File: src/rtl/ex_mem_pipe_pkg.sv
// ex_mem_pipe_pkg: shared constants and types for the EX/MEM pipeline stage.
//   XLEN, REG_ADDR_W, OP_W : default field widths
//   NONE_OPCODE            : opcode shown on mem_opcode while the stage is empty
//   PAYLOAD_W              : packed payload width {wd, wreg, wdata, opcode, mem_addr}
//   skid_state_e           : occupancy of the 2-entry skid buffer
package ex_mem_pipe_pkg;

    localparam int XLEN       = 32;
    localparam int REG_ADDR_W = 5;
    localparam int OP_W       = 7;

    localparam logic [OP_W-1:0] NONE_OPCODE = 7'b0000000;

    localparam int PAYLOAD_W = REG_ADDR_W + 1 + XLEN + OP_W + XLEN;

    typedef enum logic [1:0] {
        EMPTY = 2'd0,
        ONE   = 2'd1,
        TWO   = 2'd2
    } skid_state_e;

endpackage

File: src/rtl/ex_mem_pipe_skid.sv
// pipe_skid_buf: generic W-bit 2-entry skid buffer with valid/ready and flush.
// in_ready is a register, so there is no combinational path from out_ready
// back to in_ready. out_data is always the main entry.
//   clk, rst (async active-low), flush
//   in_valid/in_ready/in_data    : upstream handshake
//   out_valid/out_ready/out_data : downstream handshake
//
// state | meaning
// EMPTY | no entry held
// ONE   | main holds the output entry
// TWO   | main and skid both full, in_ready low
module pipe_skid_buf #(
    parameter int W = 8
) (
    input  logic         clk,
    input  logic         rst,
    input  logic         flush,
    input  logic         in_valid,
    output logic         in_ready,
    input  logic [W-1:0] in_data,
    output logic         out_valid,
    input  logic         out_ready,
    output logic [W-1:0] out_data
);
    import ex_mem_pipe_pkg::*;

    skid_state_e  state_q, state_d;
    logic [W-1:0] main_q, main_d;
    logic [W-1:0] skid_q, skid_d;
    logic         ready_q;
    logic         acc, pop;

    assign acc       = in_valid & ready_q;
    assign pop       = out_valid & out_ready;
    assign out_valid = (state_q != EMPTY);
    assign out_data  = main_q;
    assign in_ready  = ready_q;

    always_comb begin
        state_d = state_q;
        main_d  = main_q;
        skid_d  = skid_q;
        if (flush) begin
            // Payload is left as-is; only occupancy is cleared.
            state_d = EMPTY;
        end else begin
            unique case (state_q)
                EMPTY: begin
                    if (acc) begin
                        state_d = ONE;
                        main_d  = in_data;
                    end
                end
                ONE: begin
                    if (acc && pop) begin
                        main_d = in_data;
                    end else if (acc) begin
                        state_d = TWO;
                        skid_d  = in_data;
                    end else if (pop) begin
                        state_d = EMPTY;
                    end
                end
                TWO: begin
                    if (pop) begin
                        state_d = ONE;
                        main_d  = skid_q;
                    end
                end
                default: state_d = EMPTY;
            endcase
        end
    end

    always_ff @(posedge clk or negedge rst) begin
        if (!rst) begin
            state_q <= EMPTY;
            main_q  <= '0;
            skid_q  <= '0;
            ready_q <= 1'b1;
        end else begin
            state_q <= state_d;
            main_q  <= main_d;
            skid_q  <= skid_d;
            ready_q <= (state_d != TWO);
        end
    end

endmodule

File: src/rtl/ex_mem_pipe.sv
// ex_mem_pipe: EX/MEM pipeline stage with valid/ready handshake, backpressure
// and flush, built on a 2-entry skid buffer (registered ex_ready).
//   clk, rst (async active-low), flush
//   ex_*  : execute-side op (valid/ready, wd, wreg, wdata, opcode, mem_addr)
//   mem_* : memory-side op; mem_wreg is gated by mem_valid, mem_opcode shows
//           NONE_OPCODE while empty
// Optional: define EX_MEM_PERF_EN to add saturating stall_cnt/flush_cnt outputs.
module ex_mem_pipe #(
    parameter int XLEN       = ex_mem_pipe_pkg::XLEN,
    parameter int REG_ADDR_W = ex_mem_pipe_pkg::REG_ADDR_W,
    parameter int OP_W       = ex_mem_pipe_pkg::OP_W,
    parameter logic [OP_W-1:0] NONE_OPCODE = OP_W'(ex_mem_pipe_pkg::NONE_OPCODE)
) (
    input  logic                  clk,
    input  logic                  rst,
    input  logic                  flush,
    input  logic                  ex_valid,
    output logic                  ex_ready,
    input  logic [REG_ADDR_W-1:0] ex_wd,
    input  logic                  ex_wreg,
    input  logic [XLEN-1:0]       ex_wdata,
    input  logic [OP_W-1:0]       ex_opcode,
    input  logic [XLEN-1:0]       ex_mem_addr,
    output logic                  mem_valid,
    input  logic                  mem_ready,
    output logic [REG_ADDR_W-1:0] mem_wd,
    output logic                  mem_wreg,
    output logic [XLEN-1:0]       mem_wdata,
    output logic [OP_W-1:0]       mem_opcode,
    output logic [XLEN-1:0]       mem_mem_addr
`ifdef EX_MEM_PERF_EN
    ,
    output logic [31:0]           stall_cnt,
    output logic [15:0]           flush_cnt
`endif
);
    import ex_mem_pipe_pkg::*;

    localparam int PLD_W = REG_ADDR_W + 1 + XLEN + OP_W + XLEN;

    logic [PLD_W-1:0]      in_pld, out_pld;
    logic [REG_ADDR_W-1:0] main_wd;
    logic                  main_wreg;
    logic [OP_W-1:0]       main_opcode;

    assign in_pld = {ex_wd, ex_wreg, ex_wdata, ex_opcode, ex_mem_addr};

    pipe_skid_buf #(.W(PLD_W)) u_skid (
        .clk       (clk),
        .rst       (rst),
        .flush     (flush),
        .in_valid  (ex_valid),
        .in_ready  (ex_ready),
        .in_data   (in_pld),
        .out_valid (mem_valid),
        .out_ready (mem_ready),
        .out_data  (out_pld)
    );

    assign {main_wd, main_wreg, mem_wdata, main_opcode, mem_mem_addr} = out_pld;

    assign mem_wd     = main_wd;
    assign mem_wreg   = main_wreg & mem_valid;
    assign mem_opcode = mem_valid ? main_opcode : NONE_OPCODE;

`ifdef EX_MEM_PERF_EN
    logic [31:0] stall_cnt_q;
    logic [15:0] flush_cnt_q;

    always_ff @(posedge clk or negedge rst) begin
        if (!rst) begin
            stall_cnt_q <= '0;
            flush_cnt_q <= '0;
        end else begin
            if (mem_valid && !mem_ready && (stall_cnt_q != '1))
                stall_cnt_q <= stall_cnt_q + 32'd1;
            if (flush && mem_valid && (flush_cnt_q != '1))
                flush_cnt_q <= flush_cnt_q + 16'd1;
        end
    end

    assign stall_cnt = stall_cnt_q;
    assign flush_cnt = flush_cnt_q;
`endif

endmodule
File: config.mk
export PLATFORM = sky130hd
export DESIGN_NAME = ex_mem_pipe
export DESIGN_NICKNAME = d
export VERILOG_FILES = /design/src/rtl/ex_mem_pipe_pkg.sv /design/src/rtl/ex_mem_pipe_skid.sv /design/src/rtl/ex_mem_pipe.sv
export SDC_FILE = /design/constraint.sdc
export NUM_CORES = 1
export LEC_CHECK = 0
export CAP_MARGIN = 10
export CORE_ASPECT_RATIO = 0.5
export CORE_MARGIN = 2
export CORE_UTILIZATION = 51
export CTS_CLUSTER_SIZE = 40
export DETAILED_ROUTE_END_ITERATION = 8
export PLACE_DENSITY = 0.91
export SLEW_MARGIN = 5
export SYNTH_ARGS = -nofsm -noshare
export SYNTH_HDL_FRONTEND = slang
export SYNTH_SLANG_ARGS = --single-unit
File: constraint.sdc
create_clock -name clk -period 2.3 [get_ports clk]
set_input_delay 0.46 -clock clk [delete_from_list [all_inputs] [get_ports clk]]
set_output_delay 0.46 -clock clk [all_outputs]
set_load 0.005 [all_outputs]
== Yosys cells after proc, flatten, opt, wreduce, memory -nomap -nowiden ==
Index checks and enable logic that the tools add are counted.

* Bits in registers: 157
* Bits of input ports: 82
* Output and inout port bits: 79
* Word-level logic and storage cells: 33

* Equality and inequality tests: 6
* Muxes and demuxes: 12
* Bitwise logic cells: 5
* Reductions and logical operators: 6

{| class="wikitable"
|+ Operator list
! kind !! number
|-
| 2-to-1 mux 77 bit || 3
|-
| one-hot mux 77 bit (3 select lines) || 1
|-
| 2-to-1 mux 2 bit || 6
|-
| 2-to-1 mux 7 bit || 1
|-
| inequality test 2 x 1 -> 1 bit (second input constant) || 3
|-
| one-hot mux 2 bit (3 select lines) || 1
|-
| AND reduction 5 bit || 1
|-
| AND reduction 4 bit || 1
|-
| bitwise AND 1 bit || 3
|-
| nonzero test 3 bit || 1
|-
| == test 2 x 1 -> 1 bit (second input constant) || 1
|-
| == test 2 bit (second input constant) || 1
|-
| zero test 2 bit || 1
|-
| inequality test 2 bit (second input constant) || 1
|-
| NOT 1 bit || 2
|-
| nonzero test 2 bit || 1
|-
| logical AND 1 bit || 1
|}

== Logic depth before layout (Yosys ltp) ==
Gate-level depths: netlist of run 1.

* Depth in word-level cells: 8
* Gate-level depth with buffers: 7
* Gate-level depth less buffers: 4

== Modules after synthesis ==
A second synthesis of run 1 with hierarchy kept.

* Cell total of the unflattened synthesis: 686
* Area total of the unflattened synthesis: 6,710.2 um2

{| class="wikitable"
|+ Modules (own cells, without submodules)
! module !! times used !! cells an instance !! area each (um2) !! seq. area each (um2)
|-
| pipe_skid_buf || 1 || 678 || 6,660.1 || 3,930.0
|-
| ex_mem_pipe || 1 || 8 || 50.0 || 0.0
|}

== Worst setup path after synthesis of run 1 ==
No wires, ideal clock.

* Kind: input -> register
* Start point: in ex_valid
* End point: reg u_skid.skid_q[10]
* Setup time: 125 ps
* Arrival: 1,537 ps
* Required time: 2,175 ps
* Slack: 639 ps
* Stages: 6
* Buffers on the path: 3
* Path through: and2_1 clkbuf_2 nand3_2 buf_2 buf_6 mux2_2

* Word-level cells in the longest chain between the ends: 4

{| class="wikitable"
|+ RTL lines
! what !! RTL line !! RTL
|-
| from (decl) || ex_mem_pipe.sv:17 || <nowiki>input logic ex_valid,</nowiki>
|-
| bitwise AND 1 bit * || ex_mem_pipe_skid.sv:33 || <nowiki>assign acc = in_valid & ready_q;</nowiki>
|-
| logical AND 1 bit || ex_mem_pipe_skid.sv:55 || <nowiki>if (acc && pop) begin</nowiki>
|-
| NOT 1 bit (no source line) || -- ||
|-
| AND reduction 4 bit (no source line) * || -- ||
|-
| to (signal assigned) || ex_mem_pipe_skid.sv:84 || <nowiki>skid_q <= skid_d;</nowiki>
|-
| to (decl) || ex_mem_pipe_skid.sv:29 || <nowiki>logic [W-1:0] skid_q, skid_d;</nowiki>
|}

Every way passes the cells marked *; elsewhere a longest branch is shown, timed or not.
A chain may end at the register's enable or synchronous reset.

== Worst setup path in the final report of run 1 ==
* Start point: reg u_skid.state_q[0]
* End point: out mem_opcode[0]

* Word-level cells in the longest chain between the ends: 2

{| class="wikitable"
|+ RTL lines
! what !! RTL line !! RTL
|-
| from (decl) || ex_mem_pipe_skid.sv:27 || <nowiki>skid_state_e state_q, state_d;</nowiki>
|-
| from (signal assigned) || ex_mem_pipe_skid.sv:82 || <nowiki>state_q <= state_d;</nowiki>
|-
| nonzero test 2 bit || ex_mem_pipe_skid.sv:35 || <nowiki>assign out_valid = (state_q != EMPTY);</nowiki>
|-
| 2-to-1 mux 7 bit || ex_mem_pipe.sv:64 || <nowiki>assign mem_opcode = mem_valid ? main_opcode : NONE_OPCODE;</nowiki>
|-
| to (decl) || ex_mem_pipe.sv:29 || <nowiki>output logic [OP_W-1:0] mem_opcode,</nowiki>
|}

Every way passes these cells.

==> results of run 1 <==
stage by stage:
step,setup WS (ps),instance area (sq um),hold WS [ps],power (W),util
floorplan,639,7180,164,0.00481,-
global route,100,9080,500,0.00868,0.665
CTS,33.9,9080,482,0.00832,0.664
detailed placement,121,8460,398,0.00544,0.619
finish,175,9080,477,0.00825,0.665
global placement,208,8460,396,0.00533,0.619
path summary, 6_finish.rpt:
check | start | to | cells after the start | slack (ps)
worst min register to register | u_skid.out_data[32] | u_skid.out_data[32] | 2 | 480
worst min-delay path | u_skid.out_data[32] | u_skid.out_data[32] | 2 | 480
min in group asynchronous | rst | u_skid.out_data[30] | 2 | 520
max in group asynchronous | rst | u_skid.skid_q[57] | 3 | 1070
worst max register to register | u_skid.state_q[1] | u_skid.out_data[17] | 5 | 460
worst max-delay path | u_skid.state_q[0] | mem_opcode[0] | 3 | 170
layout make-up:
cell class	count	area, sq um
Inverter	2	7.51
Fill cell	995	4580
Tap cell	192	240
Clock inverter	11	141
Multi-Input combinational cell	332	2520
Timing Repair Buffer	172	1780
Sequential cell	157	3930
Clock buffer	21	460
critical path, stage by stage, from the launching register on:
cell	delay [ps]
dfrtp_1	420
nor2_4	270
nor2b_1	90
clkdlybuf4s50_1	490
sequential cells by signal, indices dropped and copies added (netlist names):
register,flops
u_skid.in_ready,1
u_skid.out_data,77
u_skid.skid_q,77
u_skid.state_q,2
power by group:
group	internal, W	switching [W]	leakage (nW)
Clock	0.00176	0.00109	0.289
Combinational	0.00103	0.000574	1.59
Sequential	0.00344	0.000355	1.94
logic make-up (layout without fill, tap and decap cells):
family | Yosys count | after routing | synth area share
flip-flops | 157 | 157 | 0.547
multiplexers | 156 | 156 | 0.231
buffers and inverters | 106 | 206 | 0.105
AND/OR/NAND/NOR | 96 | 96 | 0.0579
AO/OA/AOI/OAI | 80 | 80 | 0.0591
synthesized netlist by cell type (all sizes together) (2+ instances only):
master,instances,area share
mux2,77,0.12
nor2,3,0.0019
clkbuf,8,0.0052
buf,96,0.098
mux2i,79,0.11
inv,2,0.0010
nand2b,2,0.0017
o21ai,77,0.054
nor2b,9,0.0078
dfrtp,156,0.54
nand2,77,0.040
per-layer routing:
layer / share of wire / GRT usage / up-vias
li1: - / - / 2135
met1: 0.42 / 0.239 / 2280
met2: 0.51 / 0.337 / 109
met3: 0.042 / 0.0515 / 27
met4: 0.026 / 0.0825 / 0
met5: 0 / 0 / -
repair_timing:
action	CTS	global route
resized for setup	1	1
setup buffers	0	0
hold buffers	1	0
pin swaps	0	0
endpoints found under the setup margin	9	2
hold endpoints to repair	37	0
==> impl_metrics.yaml, run 1 <==
worst_hold_path:
  hp-class: "flip-flop to flip-flop"
power:
  p_leak_nw: 3.81
  irDropWorstVdd_v: 0.000479
  power.density_mw_per_mm2: 908
clocking:
  cts_root_buf: "clkbuf_16"
  clock-sinks: 157
  cts_tree: "built"
  clockBufferDepth: 2
  clk_latency_ps: 410
  cts_buffers: 17
  htree_levels: 4
  clk_pin_slew_ps: 60
global_route:
  track_usage: 0.196
  grt_max_degree: 97
  antenna_found_initial: 0
  grt_pass1_wl_um: 22900
  overflow: 0
  grt_pass1_vias: 4597
place:
  dp.cells: 854
  hpwl_um: 9310
  gp_congestion: 0.745
  numPortBuffers: 160
sta:
  tightest_slew_ps: 386
  finalCriticalPeriod_ps: 2130
  relSlewSlack: 0.742
  skew_ps: 10.7
  setup_tns_ps: 0
  grt_setup_unrepaired: "false"
  min_period_over_period: 0.924
  timing.final.hold_violations: 0
  slew_viol_final: 0
  setup_viol: 0
  timing.fmax_mhz: 471
synthesis:
  syn_avg_cell_area_sq_um: 12.1
  synth-seq-area-share: 0.547
  synthArstFlopShare: 1.00
  yosys_warnings: 0
  netlist_instances: 595
  synth_nets: 677
  synth_seq_cells: 157
  yosys_most_used_dff: "dfrtp_1"
  synth-edff-count: 0
  syn-cell-area_sq_mm: 0.00718
  synthDistinctLibCells: 25
route:
  wire_per_inst_um: 16.3
  routed_wl_um: 14400
  viasPerCell: 5.13
  post-route-drc-count: 0
  firstDrtPassIters: 4
  dr_total_vias: 4551
  drtIter0Drc: 206
  final_antenna_net_count: 0
floorplanning:
  num_rows: 30
  core-area_sq_mm: 0.0137
  die-area_sq_mm: 0.0151
  start_util: 0.525
  die-height_um: 87.9
  die_x_um: 172
  io_pins: 161
critical_path:
  crit_fanout: 9
  end_kind: "primary output"
  crit_required_ps: 1840
  crit_arrival_ps: 1670
  critPathKind: "flip-flop to primary output"
  startpoint_type: "flip-flop"
layout:
  final_nets: 764
  area_delta_synth_final_pct: 26.5
  fin_cells: 887
  layout_common_cells: "clkdlybuf4s50_1, dfrtp_1, mux2i_1, mux2_2, nand2_1"
  mostFrequentLayoutCell: "clkdlybuf4s50_1"
  num_antenna_cells: 0
  layout-drive-gt1-share: 0.180
run_status:
  status: "finished, final reports clean"
job:
  max_cap_viol_count: 0
Note: power is estimated with default switching activity, not from simulation.
==> run 2: changes to the inputs <==
--- a/config.mk
+++ b/config.mk
@@ -12,7 +12,7 @@
 export CTS_CLUSTER_SIZE = 40
 export DETAILED_ROUTE_END_ITERATION = 8
 export PLACE_DENSITY = 0.91
-export SLEW_MARGIN = 5
+export SLEW_MARGIN = 20
 export SYNTH_ARGS = -nofsm -noshare
 export SYNTH_HDL_FRONTEND = slang
 export SYNTH_SLANG_ARGS = --single-unit
==> results of run 2 <==
Final layout, timing and power as in run 1 (identical DEF).
==> RTL change 1 (settings of run 2) <==
The option `EX_MEM_PERF_EN` is turned on by a define.
--- a/src/rtl/ex_mem_pipe.sv
+++ b/src/rtl/ex_mem_pipe.sv
@@ -6,4 +6,6 @@
 //           NONE_OPCODE while empty
 // Optional: define EX_MEM_PERF_EN to add saturating stall_cnt/flush_cnt outputs.
+`define EX_MEM_PERF_EN
+
 module ex_mem_pipe #(
     parameter int XLEN       = ex_mem_pipe_pkg::XLEN,
Check against the original RTL (old outputs only; new: flush_cnt and stall_cnt): same outputs for any inputs over 4 cycles, from zero or initial values and one cycle with rst low; that may be too few to reach the edited logic, so the function may still have changed.
==> RTL change 1 against run 2 <==
  * Synthesized cell count is 35% higher
  * Final cell count is 36% higher
  * Final area grew 33%
  * Area after synthesis rose by 30%
  * Largest cell class unchanged
  * Worst setup slack worse by 92 ps
  * Routed wire length is 51% higher
  * Utilization increased by 2.1 points
  * Critical path depth rose by 3
  * Total power is 20% higher
  * Clock skew down 3.4 ps
  * Sequential cell count up 48
  * Critical endpoint is now stall_cnt[28]
  * Critical path type is now reg -> reg
==> RTL change 1: results (changes against run 2) <==
CP max-delay cell: or4_1 (was clkdlybuf4s50_1)
Setup bufs post-CTS: 4 (was 0)
Buffers outside the clock class: 245 (was 172)
PortBufs: 208 (was 160)
Compound-Gate Fraction of Synth Area: 5.88% (was 5.91%)
Leak pwr: 5.88 nW (was 3.81 nW)
Worst Tran Pin Value: 496 ps (was 386 ps)
Sequential cell area share: 42.5% (was 43.3%)
Hpwl dp: 14,800 um (was 9310 um)
Multiplexer share of the synthesized area: 18.2% (was 23.1%)
Reg2Reg Depth: 6 (was 5)
Fraction of area in multi-input gates: 29.3% (was 27.7%)
Worst Setup EP: stall_cnt[28] (was mem_opcode[0])
Synth top cells by count: dfrtp_1, nand2_1, o21ai_0, mux2_2, mux2i_1 (was dfrtp_1, mux2i_1, buf_4, mux2_2, nand2_1)
Post-place setup slack: -288 ps (was 121 ps)
Post-DR vias/cell: 5.43 (was 5.13)
Peak VDD IR: 0.000557 V (was 0.000479 V)
First-pass GRT wire length: 35,400 um (was 22,900 um)
Final-layout fill cell count: 1,216 (was 995)
Final #Nets: 1,047 (was 764)
Worst setup path start: stall_cnt[1] (was u_skid.state_q[0])
Xor/xnor share of the synthesized area: 3.39% (was 0%)
Clock tree sinks: 205 (was 157)
Outcome: completed (unchanged)
Max Root-Sink Buffers: 3 (was 2)
Number of DRC markers in iteration 0: 287 (was 206)
Share of cells above drive strength 1: 16.3% (was 18.0%)
Reg-to-reg slack, setup: 80 ps (was 460 ps)
Depth of the CTS H-tree: 1 (was 4)
GPL Wtd Cong: 0.849 (was 0.745)
Syn_nets: 888 (was 677)
Switching part of the total power: 25.9% (was 24.5%)
Worst Setup Slack, final: 82.6 ps (was 175 ps)
Buffering overhead: 20.8% (was 19.6%)
Dpl cell area: 11,400 um2 (was 8460 um2)
CP peak stage delay: 460 ps (was 490 ps)
Top delay family on crit path: simple AND/OR/NAND/NOR gates (was buffers and inverters)
Number of global-route vias before repair: 7,005 (was 4,597)
Clock latency at the later pin of the worst-skew pair: 480 ps (was 410 ps)
Skew final: 7.30 ps (was 10.7 ps)
Hold slack final: 478 ps (was 477 ps)
CLK BUF: 28 (was 21)
Num CTS Buffers: 19 (was 17)
Vias post-DR: 6,562 (was 4,551)
Clock-cell share of area: 4.84% (was 6.63%)
Chip width: 195 um (was 172 um)
Post-cts resize count: 4 (was 1)
Gr usage total: 22.5% (was 19.6%)
Placed insts: 1,170 (was 854)
Adder-cell share of the synthesized area: 0.269% (was 0%)
Seq/Total Area, Yosys: 55.1% (was 54.7%)
Critical Path Fanout Max: 6 (was 9)
Routed len/inst: 18.0 um (was 16.3 um)
Maximum number of pins on one net before global-route repair: 53 (was 97)
HP Class: in -> async (was reg -> reg)
Storage element area: 5130 um2 (was 3930 um2)
Multi-In Gates: 490 (was 332)
-- RTL change 1: cell count changes after synthesis, moves of 25 or more --
| cell | before | now |
|---|---|---|
| dfrtp_1 | 156 | 204 |
| o21ai_0 | 38 | 82 |
| o21ai_1 | 39 | 0 |
| xnor2_1 | 0 | 30 |
| clkbuf_1 | 2 | 28 |
| nand2_1 | 77 | 102 |
-- RTL change 1: power groups by stage --
stage / clock, mW / combinational [mW] / sequential [mW]
global route: 3.22 / 2.26 / 4.91
global placement: 0 / 1.97 / 4.80
floorplan: 0 / 1.18 / 4.76
detailed placement: 0 / 2.06 / 4.86
finish: 3.02 / 2.08 / 4.82
CTS: 3.08 / 2.10 / 4.82
-- RTL change 1: metal layers --
layer | global-route usage, % | vias up | part of all wire (%)
met5 | 0 | - | 0
li1 | - | 3027 | -
met3 | 4.27 | 69 | 4.4
met4 | 10.7 | 0 | 4.3
met2 | 39.7 | 193 | 50
met1 | 27.0 | 3273 | 41
==> RTL change 2 (flow settings as in run 2) <==
Made on the original files. The 3 states of `skid_state_e` get a one-hot encoding in 3 bits.
--- a/src/rtl/ex_mem_pipe_pkg.sv
+++ b/src/rtl/ex_mem_pipe_pkg.sv
@@ -14,8 +14,8 @@
     localparam int PAYLOAD_W = REG_ADDR_W + 1 + XLEN + OP_W + XLEN;
 
-    typedef enum logic [1:0] {
-        EMPTY = 2'd0,
-        ONE   = 2'd1,
-        TWO   = 2'd2
+    typedef enum logic [2:0] {
+        EMPTY = 3'b001,
+        ONE   = 3'b010,
+        TWO   = 3'b100
     } skid_state_e;
 
Check against the original RTL: no difference found for any inputs over 4 cycles, from zero or initial values and one cycle with rst low; so few cycles prove little.
==> RTL change 2 against run 2 <==
  * Final area up 6.8%
  * Sequential power down 6.6%
  * Sequential share of layout area down 2.4 points
  * First-iteration DRC count down 12%
  * Fmax down 6.3%
  * Combinational power up 8%
  * Largest cell class unchanged
  * Routed wire length up 6.2%
  * Total power down 1.1%
  * Sequential cell count up 1
  * Register-to-register slack worse by 430 ps
  * Largest power group unchanged
  * Worst hold slack worse by 460 ps
  * Worst setup slack worse by 140 ps
  * Clock skew about the same
  * Area after synthesis up 5.9%
==> RTL change 2: results (changes against run 2) <==
Outcome: completed (unchanged)
Clock latency at the later pin of the worst-skew pair: 400 ps
Maximum number of pins on one net before global-route repair: 58 (was 97)
Number of DRC markers in iteration 0: 182 (was 206)
First-pass DRT Iterations: 4 (unchanged)
Leak pwr: 4.34 nW (was 3.81 nW)
HP Class: in -> async (was reg -> reg)
CP peak stage delay: 470 ps (was 490 ps)
YS warnings: 0 (unchanged)
Placed insts: 801 (was 854)
Num CTS Buffers: 17 (unchanged)
Synth top cells by count: mux2_2, dfrtp_1, buf_4, mux2_4, buf_2 (was dfrtp_1, mux2i_1, buf_4, mux2_2, nand2_1)
FFs w/ async S/R, synth: 100% (unchanged)
PortBufs: 160 (unchanged)
Final #Nets: 710 (was 764)
Max Root-Sink Buffers: 2 (unchanged)
GPL Wtd Cong: 0.771 (was 0.745)
Clock Tree Root: clkbuf_16 (unchanged)
Depth of the CTS H-tree: 4 (unchanged)
Final-layout fill cell count: 1,011 (was 995)
Drt total wl: 15,300 um (was 14,400 um)
Inserted Diodes: 0 (unchanged)
First-pass GRT wire length: 25,100 um (was 22,900 um)
Library cells used by synthesis: 30 (was 25)
Most common flop cell mapped by yosys: dfrtp_1 (unchanged)
Crit path arrival time: 2540 ps (was 1670 ps)
Finished Layout Cells: 836 (was 887)
Syn_nets: 602 (was 677)
Synth Instances: 520 (was 595)
Synth area leaders: dfrtp_1, mux2_2, buf_4 (was dfrtp_1, mux2_2, mux2i_1)
Worst-path clk slew: 60 ps (about the same)
Worst setup SP type: register (unchanged)
Number of global-route vias before repair: 4,866 (was 4,597)
Setup TNS: 0 ps (unchanged)
Gr usage total: 20.0% (was 19.6%)
Hold Vio Cnt, Final: 0 (unchanged)
Slew headroom: 64.4% (was 74.2%)
Share of cells above drive strength 1: 46.1% (was 18.0%)
Seq/Total Area, Yosys: 52.0% (was 54.7%)
Hpwl dp: 10,300 um (was 9310 um)
Peak VDD IR: 0.000499 V (was 0.000479 V)
Critical Path Fanout Max: 47 (was 9)
Skew final: 10.4 ps (was 10.7 ps)
Post-DR vias/cell: 5.19 (was 5.13)
CP max-delay cell: or3b_1 (was clkdlybuf4s50_1)
Initial antenna violation count: 0 (unchanged)
RTL change 2: final cells by class:
class,count,share of cell area [%]
clock buffer,22,4.79
clock inverter,7,1.42
inverter,1,0.0387
multi-input combinational,263,30.6
sequential,158,40.8
tap,198,2.55
timing repair buffer,187,19.8
RTL change 2: timing repair:
action,4_1_cts,5_1_grt
cloned,1,0
buffers inserted,3,2
hold buffers,0,0
pin swaps,1,1
gates resized for setup,15,3
endpoints found under the setup margin,9,37
RTL change 2: worst max-delay path, delay by kind of cell (launching register included):
family | cells | cell delay [ps]
AND/OR/NAND/NOR | 1 | 470
buffers and inverters | 2 | 460
AO/OA/AOI/OAI | 2 | 420
multiplexers | 1 | 390
flip-flops | 1 | 380
RTL change 2: kinds of logic (layout without fill, tap and decap cells):
kind of cell / after synthesis / after routing / synth area share, %
buffers and inverters: 99 / 217 / 9.30
DFF: 158 / 158 / 52.0
and+or+nand+nor: 26 / 26 / 2.35
AOI/OAI and AO/OA: 4 / 4 / 0.362
muxes: 232 / 232 / 35.8
xor gates and xnor gates: 1 / 1 / 0.115
RTL change 2: power by group:
part / leakage [nW] / internal [mW] / switching (mW)
clock: 0.292 / 1.86 / 1.04
combinational: 2.05 / 1.22 / 0.510
sequential: 2.00 / 3.27 / 0.270
RTL change 2: stage by stage:
stage	utilization, %	worst slack [ps]	power (mW)	instance area, um2
after floorplan	-	65.6	4.65	7600
after global placement	62.3	-250	5.21	9040
after detailed placement	62.3	-268	5.31	9040
after CTS	66.7	9.83	8.25	9680
after global routing	66.9	4.49	8.53	9700
final	66.9	32.7	8.16	9700
RTL change 2: metal layers:
| metal | wire length (um) | vias to the layer above | track usage [%] |
|---|---|---|---|
| li1 | - | 1977 | - |
| met1 | 6450 | 2258 | 24.0 |
| met2 | 8180 | 84 | 36.4 |
| met3 | 429 | 22 | 3.91 |
| met4 | 266 | 0 | 5.79 |
| met5 | 0 | - | 0 |
RTL change 2: worst paths after layout:
kind / end / slack [ps] / start / cells after the start
worst min-delay path: u_skid.skid_q[12] / 20 / rst / 1
max in group asynchronous: u_skid.out_data[18] / 1540 / rst / 2
worst max-delay path: u_skid.out_data[45] / 30 / u_skid.state_q[0] / 6
worst max register to register: u_skid.out_data[45] / 30 / u_skid.state_q[0] / 6
min in group clk: u_skid.out_data[37] / 500 / u_skid.out_data[37] / 1
worst min register to register: u_skid.out_data[37] / 500 / u_skid.out_data[37] / 1
